[src/rtl/toggle_activity_monitor.sv]
// Switching-activity monitor: counts bus toggles and peak per-cycle toggles per window.
// Report registered on the last counted edge; a pending unaccepted report drops new windows (sticky flag).
module toggle_activity_monitor #(
   parameter int WIDTH  = 8,
   parameter int CNT_W  = 16,
   parameter int WINDOW = 256,
   parameter int PK_W   = $clog2(WIDTH + 1)
) (
   input  logic             clk,
   input  logic             reset,
   input  logic             enable,
   input  logic             mode,
   input  logic             start,
   input  logic [WIDTH-1:0] sig,
   output logic [CNT_W-1:0] toggles,
   output logic [PK_W-1:0]  peak,
   output logic             report_valid,
   input  logic             report_ready,
   output logic             dropped,
   output logic             busy
);

   localparam int SW   = ((CNT_W > PK_W) ? CNT_W : PK_W) + 1;
   localparam int WC_W = (WINDOW > 1) ? $clog2(WINDOW) : 1;
   localparam logic [SW-1:0] CAP = {{(SW-CNT_W){1'b0}}, {CNT_W{1'b1}}};

   typedef enum logic [1:0] {IDLE, PRIME, COUNT} state_t;

   state_t           state;
   logic [WIDTH-1:0] sig_q;
   logic [WIDTH-1:0] diff;
   logic [PK_W-1:0]  act;
   logic [PK_W-1:0]  pk;
   logic [PK_W-1:0]  pk_nxt;
   logic [CNT_W-1:0] accum;
   logic [CNT_W-1:0] accum_nxt;
   logic [SW-1:0]    sum;
   logic [WC_W-1:0]  wcnt;
   logic             last;
   logic             accept;

   always_comb begin
      diff = sig ^ sig_q;
      act  = '0;
      for (int i = 0; i < WIDTH; i++) begin
         act = act + PK_W'(diff[i]);
      end
   end

   // Sum is one bit wider than either operand so saturation never misses a carry.
   assign sum       = SW'(accum) + SW'(act);
   assign accum_nxt = (sum > CAP) ? {CNT_W{1'b1}} : sum[CNT_W-1:0];
   assign pk_nxt    = (act > pk) ? act : pk;
   assign last      = (wcnt == WC_W'(WINDOW - 1));
   assign accept    = report_valid && report_ready;

   always_ff @(posedge clk or posedge reset) begin
      if (reset) begin
         state        <= IDLE;
         sig_q        <= '0;
         accum        <= '0;
         pk           <= '0;
         wcnt         <= '0;
         toggles      <= '0;
         peak         <= '0;
         report_valid <= 1'b0;
         dropped      <= 1'b0;
         busy         <= 1'b0;
      end else begin
         sig_q <= sig;
         if (accept) begin
            report_valid <= 1'b0;
         end
         if (!enable) begin
            state <= IDLE;
            busy  <= 1'b0;
            accum <= '0;
            pk    <= '0;
            wcnt  <= '0;
         end else begin
            case (state)
               IDLE: begin
                  if (!mode || start) begin
                     state <= PRIME;
                     busy  <= 1'b1;
                  end
               end
               PRIME: begin
                  state <= COUNT;
               end
               COUNT: begin
                  if (last) begin
                     accum <= '0;
                     pk    <= '0;
                     wcnt  <= '0;
                     // A same-edge accept frees the slot, so the new window may load.
                     if (!report_valid || accept) begin
                        toggles      <= accum_nxt;
                        peak         <= pk_nxt;
                        report_valid <= 1'b1;
                     end else begin
                        dropped <= 1'b1;
                     end
                     if (mode) begin
                        state <= IDLE;
                        busy  <= 1'b0;
                     end
                  end else begin
                     accum <= accum_nxt;
                     pk    <= pk_nxt;
                     wcnt  <= wcnt + WC_W'(1);
                  end
               end
               default: begin
                  state <= IDLE;
                  busy  <= 1'b0;
               end
            endcase
         end
      end
   end

endmodule

[config.mk]
export PLATFORM = sky130hd
export DESIGN_NAME = toggle_activity_monitor
export DESIGN_NICKNAME = d
export VERILOG_FILES = /design/src/rtl/toggle_activity_monitor.sv
export SDC_FILE = /design/constraint.sdc
export NUM_CORES = 1
export LEC_CHECK = 0
export BUFFER_PORTS_ARGS = -buffer_cell sky130_fd_sc_hd__buf_2
export CAP_MARGIN = 20
export CORE_MARGIN = 2
export CORE_UTILIZATION = 58
export DETAILED_ROUTE_END_ITERATION = 8
export MAX_ROUTING_LAYER = met4
export PLACE_DENSITY_LB_ADDON = 0.15
export SYNTH_ARGS = -nofsm -noshare
export SYNTH_HDL_FRONTEND = slang
export SYNTH_SLANG_ARGS = --single-unit
[constraint.sdc]
create_clock -name clk -period 5.95 [get_ports clk]
set_clock_uncertainty 0.15 [all_clocks]
set_input_delay 0 -clock clk [delete_from_list [all_inputs] [get_ports clk]]
set_output_delay 0 -clock clk [all_outputs]
set_load 0.05 [all_outputs]
==> out/qor.csv <==
metric,value,unit
vias per cell,5.70,
Rows,26,
Post-Synth Simple-Gate Area,15.0,%
final period utilization,86.4,%
htree depth,3,
Max-Cap Viols,0,
fin. max-slew vios,0,
wire length of the first global-routing pass,11.6,mm
Syn Area/Cell,10.2,sq um
vias in the first global route,2505,
fin crit period,5.14,ns
Post-Place Worst Slack,0.818,ns
"FFs w/ async S/R, synth",100,%
Post-Syn Instances,313,
Max IR drop VDD,0.000197,V
Yosys cell types,43,
Overall Power,0.00116,W
Post-synth top flop,dfrtp_1,
RSZ-0062 raised after global routing,false,
clock root buffer,clkbuf_8,
CTS buffer count,9,
most frequent cells in the layout,"dfrtp_1 (61), buf_2 (36), o21ai_0 (33), nand2_1 (28), nor2_1 (22)",
Layout area overhead,17.9,%
worst-margin pin slew,0.762,ns
CP endpoint kind,flip-flop,
Ys Warns,0,
Synth Register Bits,61,
Vias,2515,
synthesized area,3180,sq um
outcome,finished clean,
post_cts resized,0,
CP Data Arrival Time,5.21,ns
Die Span Y,78.0,um
core box area,5200,sq um
Post-synth EDFFs,0,
maximum number of pins on one net before global-route repair,62,
P_leak,1.82,nW
Mapped Nets,344,
worst hold margin,0.172,ns
crit path max fanout,7,
final setup vio count,0,
CP max stage delay,0.64,ns
Synth Area in Compound Gates,17.9,%
DRC Markers,0,
R2R depth,15,
CP required,6.02,ns
die area,6090,sq um
PD cells,310,nW/um^2
drt first pass iters,4,
Fmax,0.194,GHz
multiplexer share of the synthesized area,1.93,%
layout cell share with drive strength beyond 1,15.4,%
Worst Hold Launch,sig[2],
mean routed wirelength per cell,15.3,um
WS Path Type,reg -> reg,
TNS Setup,0,ns
WL final,6.73,mm
I/O pins,37,
critical register-to-register path startpoint,sig_q[0]$_DFF_PP0_,
clk slew on worst S/H paths,0.07,ns
NumNets Final,397,
slowest CP cell,nor3_1,
cell mode on critical path,fa_1,
DR iter-0 viols,106,
Final Hold Fails,0,
Synth Area in XOR/XNOR,6.06,%
main combinational cell family by area after synthesis,compound AO/OA/AOI/OAI gates,
worst skew pair latency,0.34,ns
starting density of the core,61.1,%
CTS tree,done,
total track usage,25.1,%
DP HPWL,4.44,mm
WHS Endpoint,sig_q[2]$_DFF_PP0_,
post-synthesis adder-cell area fraction,7.87,%
Clock Sinks,61,
slew margin rel.,49.2,%
IO Port Bufs,36,
"Seq/Total Area, Yosys",48.0,%
WHS Path Cells,2,
Ant. Diodes,0,
clock buffer depth,2,
worst hold path class,in -> reg,
Filler cells,397,
startpoint types,flip-flop,
CP Cell Sequence,xor2_1 -> fa_1 -> fa_1 -> inv_1 -> fa_1 -> inv_1 -> ha_1 -> fa_1 -> xor2_1 -> ha_1 -> a211oi_1 -> nor3_1 -> nor4b_1 -> o21a_1 -> nor2_1,
R2R Setup Slk,0.81,ns
worst r2r dst,accum[14]$_DFFE_PP0P_,
RD Place Congestion,0.806,
final setup margin,0.807,ns
initial antenna violation count,0,
Die X,78.0,um
remaining antenna violation count after routing,0,
Congestion Overflow GR,0,
"commonest non-fill, non-tap cell in the layout",dfrtp_1,
-- flip-flops by register name (all words and copies together), names as in the netlist --
| register | count |
|---|---|
| peak | 4 |
| wcnt | 8 |
| toggles | 16 |
| pk | 4 |
| sig_q | 8 |
| state | 2 |
| report_valid | 1 |
| busy | 1 |
| accum | 16 |
| dropped | 1 |
-- worst max-delay path: cells and delay by family (launching register included) --
family | cells | cell delay, ns
adders and majority gates | 6 | 2.47
and+or+nand+nor | 3 | 1.12
xor gates and xnor gates | 2 | 0.50
DFF | 1 | 0.37
AOI/OAI and AO/OA | 2 | 0.31
buffers and inverters | 2 | 0.09
-- synth_stat cells (all sizes together), types with 2 or more instances --
cell	number	share of area, %
ha	12	4.7
a21oi	15	2.4
buf	5	1.1
a31oi	4	0.79
and4	4	1.1
o21ai	34	5.4
xnor2	9	2.5
nand2b	2	0.39
and3	5	0.98
nor2	22	2.6
nor2b	6	1.2
nand4	8	1.6
o21bai	4	0.94
inv	11	1.3
fa	5	3.1
mux2i	5	1.6
nor3	4	0.63
dfrtp	61	48
a21o	8	1.9
a22o	14	3.9
and2	5	0.98
xor2	13	3.6
nand2	28	3.3
and3b	2	0.55
clkbuf	7	0.83
a211oi	2	0.47
nand3	5	0.79
-- repair_timing --
action                    CTS  global route
hold buffers               14             0
hold endpoints to repair   77             0
buffers inserted            0             0
-- per-stage QoR --
stage | area (sq um) | std cells | util (%)
final | 3750 | 441 | 72.0
after CTS | 3750 | 441 | 72.0
after global placement | 3410 | 411 | 65.6
after detailed placement | 3410 | 411 | 65.6
after global routing | 3750 | 441 | 72.0
after floorplan | 3180 | 313 | -
-- area by class of cell --
type	instances	area, sq um	area share [%]
clock buffer	12	145	3.87
clock inverter	4	47.5	1.27
inverter	11	41.3	1.10
multi-input combinational	229	1550	41.3
sequential	61	1530	40.7
tap	70	87.6	2.34
timing repair buffer	54	350	9.35
-- layer usage --
layer  track usage (%)  share of wire (%)
met5                 -                  0
met2              40.9                 51
met3              6.78                3.4
met4              8.25                1.2
met1              30.6                 45
-- kinds of logic (layout without fill, tap and decap cells) --
logic type	count (synthesis)	count (layout)
XOR/XNOR	22	22
adder cells (fa/ha/maj)	17	17
multiplexers	6	6
buffers and inverters	23	81
AND/OR/NAND/NOR	94	94
AO/OA/AOI/OAI	90	90
flip-flops	61	61
-- where the power goes --
group          leakage (nW)  switching (W)  internal [W]
clock network        0.0964       0.000159      0.000204
registers             0.829      0.0000117      0.000428
logic                 0.892       0.000198      0.000161
-- how the worst max path moves through the flow --
stage,start,end,slack [ns]
floorplan,sig_q[0]$_DFF_PP0_,accum[12]$_DFFE_PP0P_,1.18
global placement,sig_q[0]$_DFF_PP0_,toggles[15]$_DFFE_PP0P_,0.94
detailed placement,sig_q[0]$_DFF_PP0_,toggles[12]$_DFFE_PP0P_,0.82
CTS,sig_q[0]$_DFF_PP0_,toggles[12]$_DFFE_PP0P_,0.79
global route,sig_q[0]$_DFF_PP0_,toggles[15]$_DFFE_PP0P_,0.42
finish,sig_q[0]$_DFF_PP0_,accum[14]$_DFFE_PP0P_,0.81
Note: power is estimated with default switching activity, not from simulation.
